## src/rtl/bru_bco_queue_pkg.sv

```systemverilog
// Shared types and helpers for the branch-outcome queue feeding the predictor.
package bru_bco_queue_pkg;
  localparam int BCO_DEPTH = 4;

  typedef struct packed {
    logic [31:0] pc;
    logic [1:0]  pattern;
    logic        taken;
    logic [31:0] target;
  } bco_entry_t;

  // 2-bit saturating counter step toward the resolved direction
  function automatic logic [1:0] sat2(input logic [1:0] p, input logic t);
    if (t) return (p == 2'd3) ? 2'd3 : p + 2'd1;
    else   return (p == 2'd0) ? 2'd0 : p - 2'd1;
  endfunction
endpackage

```

## src/rtl/bru_bco_queue_fifo.sv

```systemverilog
// Circular entry store with head/tail read ports and an in-place tail rewrite.
module bru_bco_queue_fifo
  import bru_bco_queue_pkg::*;
#(
  parameter int DEPTH = BCO_DEPTH,
  localparam int AW = $clog2(DEPTH),
  localparam int CW = AW + 1
) (
  input  logic          clk,
  input  logic          resetn,
  input  logic          push,
  input  bco_entry_t    push_data,
  input  logic          pop,
  input  logic          tail_wr,
  input  bco_entry_t    tail_data,
  output bco_entry_t    head,
  output logic [31:0]   tail_pc,
  output logic [1:0]    tail_pattern,
  output logic [CW-1:0] count,
  output logic [CW-1:0] count_nxt
);
  bco_entry_t    mem [DEPTH];
  logic [AW-1:0] rd_ptr, wr_ptr, tail_ptr;

  assign tail_ptr     = wr_ptr - AW'(1);
  assign head         = mem[rd_ptr];
  assign tail_pc      = mem[tail_ptr].pc;
  assign tail_pattern = mem[tail_ptr].pattern;

  always_comb begin
    count_nxt = count;
    case ({push, pop})
      2'b10:   count_nxt = count + CW'(1);
      2'b01:   count_nxt = count - CW'(1);
      default: count_nxt = count;
    endcase
  end

  // Power-of-two depth lets the pointers wrap by plain overflow
  always_ff @(posedge clk or negedge resetn) begin
    if (!resetn) begin
      for (int i = 0; i < DEPTH; i++) mem[i] <= '0;
      rd_ptr <= '0;
      wr_ptr <= '0;
      count  <= '0;
    end else begin
      if (push) begin
        mem[wr_ptr] <= push_data;
        wr_ptr      <= wr_ptr + AW'(1);
      end
      if (tail_wr) mem[tail_ptr] <= tail_data;
      if (pop) rd_ptr <= rd_ptr + AW'(1);
      count <= count_nxt;
    end
  end
endmodule

```

## src/rtl/bru_bco_queue.sv

```systemverilog
// BRU branch-outcome queue: coalesces same-PC updates, drops on overflow, drains to the BPU.
module bru_bco_queue
  import bru_bco_queue_pkg::*;
#(
  parameter int DEPTH = BCO_DEPTH
) (
  input  logic        clk,
  input  logic        resetn,
  input  logic        i_bco_valid,
  input  logic [31:0] i_bco_pc,
  input  logic [1:0]  i_bco_oldpattern,
  input  logic        i_bco_taken,
  input  logic [31:0] i_bco_target,
  output logic        o_bpu_valid,
  input  logic        i_bpu_ready,
  output logic [31:0] o_bpu_pc,
  output logic [1:0]  o_bpu_pattern,
  output logic        o_bpu_taken,
  output logic [31:0] o_bpu_target,
  output logic        o_nearfull,
  output logic [7:0]  o_drop_cnt
);
  localparam int CW = $clog2(DEPTH) + 1;
  localparam logic [CW-1:0] FULL = CW'(DEPTH);
  localparam logic [CW-1:0] NEAR = CW'(DEPTH - 1);

  bco_entry_t    head, push_data, tail_data;
  logic [31:0]   tail_pc;
  logic [1:0]    tail_pattern;
  logic [CW-1:0] count, count_nxt;
  logic          pop, coalesce, push, drop;

  assign pop = (count != '0) && i_bpu_ready;
  // A lone entry leaving this cycle can't absorb the update; it becomes an append instead
  assign coalesce = i_bco_valid && (count != '0) && (tail_pc == i_bco_pc) &&
                    !((count == CW'(1)) && pop);
  assign push = i_bco_valid && !coalesce && ((count != FULL) || pop);
  assign drop = i_bco_valid && !coalesce && !push;

  assign push_data = '{pc: i_bco_pc, pattern: sat2(i_bco_oldpattern, i_bco_taken),
                       taken: i_bco_taken, target: i_bco_target};
  assign tail_data = '{pc: i_bco_pc, pattern: sat2(tail_pattern, i_bco_taken),
                       taken: i_bco_taken, target: i_bco_target};

  bru_bco_queue_fifo #(.DEPTH(DEPTH)) u_fifo (
    .clk          (clk),
    .resetn       (resetn),
    .push         (push),
    .push_data    (push_data),
    .pop          (pop),
    .tail_wr      (coalesce),
    .tail_data    (tail_data),
    .head         (head),
    .tail_pc      (tail_pc),
    .tail_pattern (tail_pattern),
    .count        (count),
    .count_nxt    (count_nxt)
  );

  assign o_bpu_valid   = (count != '0);
  assign o_bpu_pc      = head.pc;
  assign o_bpu_pattern = head.pattern;
  assign o_bpu_taken   = head.taken;
  assign o_bpu_target  = head.target;

  always_ff @(posedge clk or negedge resetn) begin
    if (!resetn) begin
      o_nearfull <= 1'b0;
      o_drop_cnt <= '0;
    end else begin
      o_nearfull <= (count_nxt >= NEAR);
      if (drop && (o_drop_cnt != 8'hff)) o_drop_cnt <= o_drop_cnt + 8'd1;
    end
  end
endmodule

```

## config.mk

```make
export PLATFORM = sky130hd
export DESIGN_NAME = bru_bco_queue
export DESIGN_NICKNAME = d
export VERILOG_FILES = /design/src/rtl/bru_bco_queue_pkg.sv /design/src/rtl/bru_bco_queue_fifo.sv /design/src/rtl/bru_bco_queue.sv
export SDC_FILE = /design/constraint.sdc
export NUM_CORES = 1
export LEC_CHECK = 0
export CAP_MARGIN = 20
export CORE_ASPECT_RATIO = 0.8
export CORE_UTILIZATION = 39
export CTS_BUF_LIST = sky130_fd_sc_hd__clkbuf_8
export CTS_CLUSTER_SIZE = 12
export DETAILED_ROUTE_END_ITERATION = 8
export GPL_TIMING_DRIVEN = 1
export PLACE_DENSITY_LB_ADDON = 0.3
export SYNTH_ARGS = -nofsm -noshare
export SYNTH_HDL_FRONTEND = slang
export SYNTH_SLANG_ARGS = --single-unit
```

## constraint.sdc

```tcl
create_clock -name clk -period 4 [get_ports clk]
set_input_delay 1.2 -clock clk [delete_from_list [all_inputs] [get_ports clk]]
set_output_delay 1.2 -clock clk [all_outputs]
set_load 0.01 [all_outputs]
```

==> results.txt, run 1 <==
maximum resistive drop on vdd: 340.1 uV
Unique masters post-synth: 41
count of synthesis-stage warnings from yosys: 0
Starting DRT DRC Count: 648
maximum net fanout on the critical path: 18
count of pins over their slew limit: 0
number of hold-repair buffers added at the cts stage: 0
end of the critical path: u_fifo.mem[154]$_DFF_PN0_
capturing element type of the critical path: flip-flop
clk slew on worst S/H paths: 0.06 ns
setup repair after global routing missed its margin: false
Die X: 219.8 um
maximum clock path buffer count: 3
sequential share of the synthesized area: 48.00%
final-report hold violation count: 0
total of buffers placed on input and output ports: 147
peak clock frequency supported by timing: 0.2617 GHz
Pre-Repair DR Iteration Count: 6
leakage component of the power: 8.049 nW
failing checks: design-rule violations
Placeable Area: 37,210 sq um
worst flop-to-flop path startpoint: u_fifo.wr_ptr[0]$_DFFE_PN0N_
required time reported for the critical path endpoint: 4.44 ns
post-synth top area share: 48.00%
initial standard-cell utilization of the core: 39.79%
register-to-register setup slack: 0.18 ns
category of the most critical setup path: flip-flop to flip-flop
total global routing track utilization: 18.99%
Period Utilization, post-route: 95.52%
Syn Inst Count: 880
data arrival time at the worst-slack endpoint: 4.26 ns
height of the die: 176.3 um
Area growth, synth to finish: 24.50%
measured slew at the worst slew-check pin: 0.4946 ns
Post-Route Setup TNS: 0 ns
weighted congestion at the end of routability-driven global placement: 0.7708
Max-cap violations: 0
total wire length after detailed routing: 35,390 um
cts bufs inserted: 48
Net Count, Synth: 964
Crit path largest cell delay: 0.39 ns
result of the run: complete, but fails checks
number of flip-flops and latches in the synthesized netlist: 284
r2r endpoint: u_fifo.mem[154]$_DFF_PN0_
launch point of the worst path: u_fifo.wr_ptr[0]$_DFFE_PN0N_
biggest area consumer among synthesized cells: sky130_fd_sc_hd__dfrtp_1
cell area after technology mapping: 14,810 sq um
vias post-DR: 8,439
Hold Crit Depth: 1
Startpoint Class: flip-flop
fin worst setup slack: 0.1792 ns
nets@finish: 1,192
number of nets with antenna violations after routing: 0
Layout Skew: 0.02908 ns
share of layout cells above drive strength 1: 46.29%
Num Clock Sinks: 284
global-route congestion overflow total: 0
main area contributors after synthesis: sky130_fd_sc_hd__dfrtp_1, sky130_fd_sc_hd__mux2_4, sky130_fd_sc_hd__mux4_2
estimated wirelength of the detail-placed design: 22,710 um
count of final setup violators: 0
maximum number of pins on one net before global-route repair: 87
Clk Tree Root Cell: sky130_fd_sc_hd__clkbuf_8
post-route total power: 0.01742 W
# H-tree levels: 2
Placement Rows: 63
vias per inst: 5.168
clock latency reported for the late side of the worst-skew pair: 0.58 ns
worst-case setup slack after placement: -0.1800 ns
average size of a mapped cell: 16.82 sq um
series of cell instances along the critical path: inv_2 > ha_2 > buf_12 > buf_4 > mux4_2 > xor2_1 > nor4_2 > nand2_1 > nor4_4 > and3b_1 > nand2_4 > nand2_4 > buf_12 > mux2_4
initial antenna violation count: 2
Die Area: 38,750 sq um
Top Ports: 148
cell with the biggest individual delay on the critical path: sky130_fd_sc_hd__dfrtp_2
via count of the first global-routing pass: 9,329
CP bufs+invs: 4
Cell Pwr Density: 945.0 nW/um^2
number of design rule violations left after detail routing: 20
worst r2r path cells: 14
CTS tree: built
minimum period implied by the final worst setup slack: 3.821 ns
Stages on worst setup path: 14
delay-heaviest family, CP: simple AND/OR/NAND/NOR gates
relative slew slack: 67.03%
drt wl/cell: 21.67 um
global-route wire length before repair: 56,350 um
Tightest Hold Check Type: flip-flop to flip-flop
what timing repair did:
item                       in CTS  in global routing
pin swaps                       0                  1
setup endpoints to repair       1                264
buffers inserted                1                  3
resized for setup               0                  2
worst register-to-register path: cells and delay by family, from the launching register on:
family	cells	cell delay, ns
fa+ha+maj	1	0.36
simple gates	6	1.47
flops	1	0.39
xor+xnor	1	0.16
mux	2	0.64
buf+inv	4	0.64
cells in the mapped netlist (all sizes together):
| master | number |
|---|---|
| dfrtp | 284 |
| and3 | 3 |
| o211ai | 1 |
| o221a | 1 |
| nor3 | 4 |
| clkbuf | 7 |
| nor4 | 6 |
| xor2 | 22 |
| nand4 | 5 |
| a21boi | 1 |
| o2111ai | 2 |
| maj3 | 3 |
| a211oi | 1 |
| nand3 | 3 |
| buf | 48 |
| o21ai | 3 |
| mux2 | 264 |
| o31ai | 1 |
| a21oi | 6 |
| xnor2 | 22 |
| nor2 | 6 |
| nand2 | 23 |
| o32ai | 1 |
| a311o | 1 |
| mux4 | 94 |
| ha | 13 |
| nand2b | 2 |
| and3b | 1 |
| a32o | 1 |
| inv | 12 |
| o2bb2ai | 2 |
| and2 | 1 |
| a311oi | 1 |
| mux2i | 35 |
sequential cells by signal, indices dropped and copies added, names as in the netlist:
name           count
u_fifo.count       3
u_fifo.mem       268
u_fifo.rd_ptr      2
u_fifo.wr_ptr      2
o_nearfull         1
o_drop_cnt         8
cell families after synthesis:
logic type               share of synthesized area (%)
buffers and inverters                            3.093
XOR/XNOR                                         2.603
flip-flops                                       48.00
adder cells (fa/ha/maj)                          1.301
AND/OR/NAND/NOR                                  2.070
multiplexers                                     41.82
AO/OA/AOI/OAI                                    1.116
area by class of cell:
type	instances	area [sq um]
Clock buffer	60	825.8
Multi-Input combinational cell	529	7288
Timing Repair Buffer	233	2405
Clock inverter	27	141.4
Sequential cell	284	7116
Inverter	12	45.04
Antenna cell	1	2.502
Tap cell	487	609.3
Fill cell	3147	18770
power by group:
group / switching (W) / total (W) / internal (W)
Sequential: 0.00105 / 0.00540 / 0.00435
Clock: 0.00119 / 0.00260 / 0.00141
Combinational: 0.00359 / 0.00942 / 0.00583
layer usage:
layer	vias to the layer above	wire, um	part of all wire, %	GRT usage [%]
met2	170	16020	45	28.17
met5	-	13	0.037	0
met1	4452	16990	48	27.83
li1	3771	-	-	-
met4	2	592	1.7	5.057
met3	44	1778	5.0	4.427
metrics by stage:
stage | cell area [sq um] | utilization [%] | hold WS (ns) | instances
floorplan | 14810 | - | 0.4751 | 880
CTS | 18380 | 49.39 | 0.4954 | 1629
global placement | 17400 | 46.75 | 0.4838 | 1541
finish | 18430 | 49.54 | 0.4910 | 1633
global route | 18430 | 49.54 | 0.5144 | 1632
detailed placement | 17400 | 46.75 | 0.4857 | 1541
how the worst min path moves through the flow:
stage | startpoint | to | slack (ns)
final | o_drop_cnt[7]$_DFFE_PN0P_ | o_drop_cnt[7]$_DFFE_PN0P_ | 0.49
after floorplan | u_fifo.mem[67]$_DFF_PN0_ | u_fifo.mem[67]$_DFF_PN0_ | 0.48
after detailed placement | o_drop_cnt[7]$_DFFE_PN0P_ | o_drop_cnt[7]$_DFFE_PN0P_ | 0.49
after CTS | o_drop_cnt[7]$_DFFE_PN0P_ | o_drop_cnt[7]$_DFFE_PN0P_ | 0.50
after global routing | u_fifo.mem[5]$_DFF_PN0_ | u_fifo.mem[5]$_DFF_PN0_ | 0.51
after global placement | u_fifo.mem[12]$_DFF_PN0_ | u_fifo.mem[12]$_DFF_PN0_ | 0.48
placed cells by master (no fill, tap or decap), types with 6 or more instances in the layout:
master | netlist | final
sky130_fd_sc_hd__mux2_4 | 200 | 200
sky130_fd_sc_hd__dfrtp_1 | 284 | 281
sky130_fd_sc_hd__inv_1 | 11 | 30
sky130_fd_sc_hd__buf_12 | 0 | 22
sky130_fd_sc_hd__mux2_2 | 64 | 64
sky130_fd_sc_hd__xor2_1 | 22 | 22
sky130_fd_sc_hd__mux2i_1 | 35 | 35
sky130_fd_sc_hd__mux4_2 | 94 | 94
sky130_fd_sc_hd__nor2_1 | 6 | 6
sky130_fd_sc_hd__ha_1 | 13 | 12
sky130_fd_sc_hd__nand2_4 | 4 | 8
sky130_fd_sc_hd__a21oi_1 | 6 | 6
sky130_fd_sc_hd__clkdlybuf4s50_1 | 0 | 146
sky130_fd_sc_hd__nand2_1 | 18 | 15
sky130_fd_sc_hd__buf_4 | 0 | 63
sky130_fd_sc_hd__xnor2_1 | 22 | 22
sky130_fd_sc_hd__clkbuf_8 | 0 | 60
Note: power is estimated with default switching activity, not from simulation.
==> inputs of run 2 (changes only) <==
MAX_ROUTING_LAYER = met4   (was default)
==> results.txt, run 2 (synthesis results as in run 1) <==
estimated wirelength of the detail-placed design: 22,710 um (unchanged)
combinational share of power: 54.1% (about the same)
met2 Track Usage GR: 27.99% (was 28.17%)
Period Utilization, post-route: 94.93% (was 95.52%)
peak clock frequency supported by timing: 0.2634 GHz (was 0.2617 GHz)
global-route congestion overflow total: 0 (unchanged)
CTS tree: built (unchanged)
setup repair after global routing missed its margin: false (unchanged)
max reg flops: 268 (unchanged)
share of layout cells above drive strength 1: 46.38% (was 46.29%)
initial antenna violation count: 2 (unchanged)
relative slew slack: 66.80% (was 67.03%)
weighted congestion at the end of routability-driven global placement: 0.7811 (was 0.7708)
Startpoint Class: flip-flop (unchanged)
Layout Skew: 0.02610 ns (was 0.02908 ns)
Net Sw Frac: 33.42% (was 33.47%)
minimum period implied by the final worst setup slack: 3.797 ns (was 3.821 ns)
total global routing track utilization: 19.57% (was 18.99%)
switching pwr: 0.005819 W (was 0.005830 W)
Placement Rows: 63 (unchanged)
measured slew at the worst slew-check pin: 0.4981 ns (was 0.4946 ns)
Area growth, synth to finish: 24.52% (was 24.50%)
placed cell count: 1,541 (unchanged)
met1 layer usage reported by global route: 28.12% (was 27.83%)
series of cell instances along the critical path: buf_12 > mux4_2 > clkdlybuf4s50_1 (was inv_2 > ha_2 > buf_12 > buf_4 > mux4_2 > xor2_1 > nor4_2 > nand2_1 > nor4_4 > and3b_1 > nand2_4 > nand2_4 > buf_12 > mux2_4)
height of the die: 176.3 um (unchanged)
Die X: 219.8 um (unchanged)
data arrival time at the worst-slack endpoint: 2.60 ns (was 4.26 ns)
Top Ports: 148 (unchanged)
Internal: 0.01159 W (about the same)
most common cell after layout, fill and taps aside: sky130_fd_sc_hd__dfrtp_1 (unchanged)
Worst Hold Margin: 0.4903 ns (was 0.4910 ns)
delay-heaviest family, CP: buffers and inverters (was simple AND/OR/NAND/NOR gates)
maximum net fanout on the critical path: 25 (was 18)
capturing element type of the critical path: output port (was flip-flop)
largest register by flop count: u_fifo.mem (unchanged)
CP bufs+invs: 2 (was 4)
Placeable Area: 37,210 sq um (unchanged)
most used routing layer in global routing: met1 (was met2)
result of the run: complete, but fails checks (unchanged)
total wire length after detailed routing: 35,380 um (was 35,390 um)
required time reported for the critical path endpoint: 2.80 ns (was 4.44 ns)
portion of total power attributed to the clock network: 14.9% (about the same)
post-route total power: 0.01741 W (was 0.01742 W)
via count of the first global-routing pass: 9,301 (was 9,329)
count of pins over their slew limit: 0 (unchanged)
commonest cells after routing, fill and taps aside: sky130_fd_sc_hd__dfrtp_1, sky130_fd_sc_hd__mux2_4, sky130_fd_sc_hd__clkdlybuf4s50_1 (unchanged)
global-route wire length before repair: 56,400 um (was 56,350 um)
nets@finish: 1,192 (unchanged)
failing checks: design-rule violations (unchanged)
number of hold-repair buffers added at the cts stage: 0 (unchanged)
Cell Pwr Density: 944.2 nW/um^2 (was 945.0 nW/um^2)
clk slew on worst S/H paths: 0.06 ns (about the same)
category of the most critical setup path: flip-flop to output port (was flip-flop to flip-flop)
number of design rule violations left after detail routing: 10 (was 20)
count of final setup violators: 0 (unchanged)
largest registers in the final layout: u_fifo.mem: 268 flops, o_drop_cnt: 8 flops, u_fifo.count: 3 flops (unchanged)
maximum resistive drop on vdd: 336.3 uV (was 340.1 uV)
cts bufs inserted: 48 (unchanged)
clock latency reported for the late side of the worst-skew pair: 0.58 ns (about the same)
cell with the biggest individual delay on the critical path: sky130_fd_sc_hd__dfrtp_4 (was sky130_fd_sc_hd__dfrtp_2)
non-filler cells in the finished layout: 1,634 (was 1,633)
initial standard-cell utilization of the core: 39.79% (unchanged)
Pre-Repair DR Iteration Count: 6 (unchanged)
Starting DRT DRC Count: 571 (was 648)
final-report hold violation count: 0 (unchanged)
maximum number of pins on one net before global-route repair: 87 (unchanged)
Die Area: 38,750 sq um (unchanged)
# H-tree levels: 2 (unchanged)
vias post-DR: 8,505 (was 8,439)
final core utilization: 49.55% (was 49.54%)
vias per inst: 5.205 (was 5.168)
Crit path largest cell delay: 0.65 ns (was 0.39 ns)
leakage component of the power: 8.049 nW (about the same)
drt wl/cell: 21.65 um (was 21.67 um)
Max-cap violations: 0 (unchanged)
power share of the sequential group: 31.0% (about the same)
routing usage on met3: 4.255% (was 4.427%)
Num Clock Sinks: 284 (unchanged)
Tightest Hold Check Type: flip-flop to flip-flop (unchanged)
total of buffers placed on input and output ports: 147 (unchanged)
number of nets with antenna violations after routing: 0 (unchanged)
Clk Tree Root Cell: sky130_fd_sc_hd__clkbuf_8 (unchanged)
maximum clock path buffer count: 3 (unchanged)
-- run 2: changes by cell type in the layout (fill, tap and decap cells not counted) --
cell                      before  now
sky130_fd_sc_hd__and3b_1       1    0
sky130_fd_sc_hd__and3b_2       0    1
sky130_fd_sc_hd__diode_2       1    2
-- run 2: layout make-up --
type	count	area (sq um)
fill	3145	18770
multi-input combinational	529	7289
clock inverter	27	141.4
timing repair buffer	233	2405
inverter	12	45.04
tap	487	609.3
clock buffer	60	825.8
antenna	2	5.005
sequential	284	7116
-- run 2: final timing paths --
path,cells after the start,start,slack [ns],to
max in group asynchronous,2,resetn,2.53,u_fifo.rd_ptr[0]$_DFFE_PN0P_
max reg2reg,15,u_fifo.wr_ptr[0]$_DFFE_PN0N_,0.26,u_fifo.mem[226]$_DFF_PN0_
min in group asynchronous,1,resetn,0.58,u_fifo.mem[220]$_DFF_PN0_
min,1,o_drop_cnt[7]$_DFFE_PN0P_,0.49,o_drop_cnt[7]$_DFFE_PN0P_
min reg2reg,1,o_drop_cnt[7]$_DFFE_PN0P_,0.49,o_drop_cnt[7]$_DFFE_PN0P_
max,3,u_fifo.rd_ptr[0]$_DFFE_PN0P_,0.20,o_bpu_target[25]
-- run 2: repair_timing --
action | in CTS | in global routing
gates cloned | 0 | 0
resized for setup | 0 | 3
endpoints found under the hold margin | 0 | 0
setup buffers | 1 | 3
setup endpoints to repair | 1 | 254
-- run 2: per-layer routing --
metal | vias up | routed length, um
met2 | 192 | 15980
met1 | 4494 | 17060
li1 | 3773 | -
met4 | 0 | 585
met5 | - | 0
met3 | 46 | 1751
-- run 2: power by group through the flow --
stage,clock [W],sequential [W],combinational (W)
2_1_floorplan,0,0.00499,0.00631
3_3_place_gp,0,0.00544,0.00924
3_5_place_dp,0,0.00547,0.00934
4_1_cts,0.00271,0.00544,0.00942
5_1_grt,0.00284,0.00560,0.0100
6_report,0.00260,0.00540,0.00941
-- run 2: per-stage QoR --
| step | worst slack, ns | instance area (sq um) | TNS, ns |
|---|---|---|---|
| 2_1_floorplan | 0.02749 | 14810 | 0 |
| 3_3_place_gp | -0.1908 | 17400 | -21.00 |
| 3_5_place_dp | -0.1800 | 17400 | -30.71 |
| 4_1_cts | 0.006417 | 18380 | 0 |
| 5_1_grt | 0.02685 | 18440 | 0 |
| 6_report | 0.2029 | 18440 | 0 |
==> inputs of run 3 (changes only) <==
MAX_ROUTING_LAYER = default   (was met4)
==> results of run 3 <==
Same layout as run 1: the final DEF is identical, and so are final timing and power.
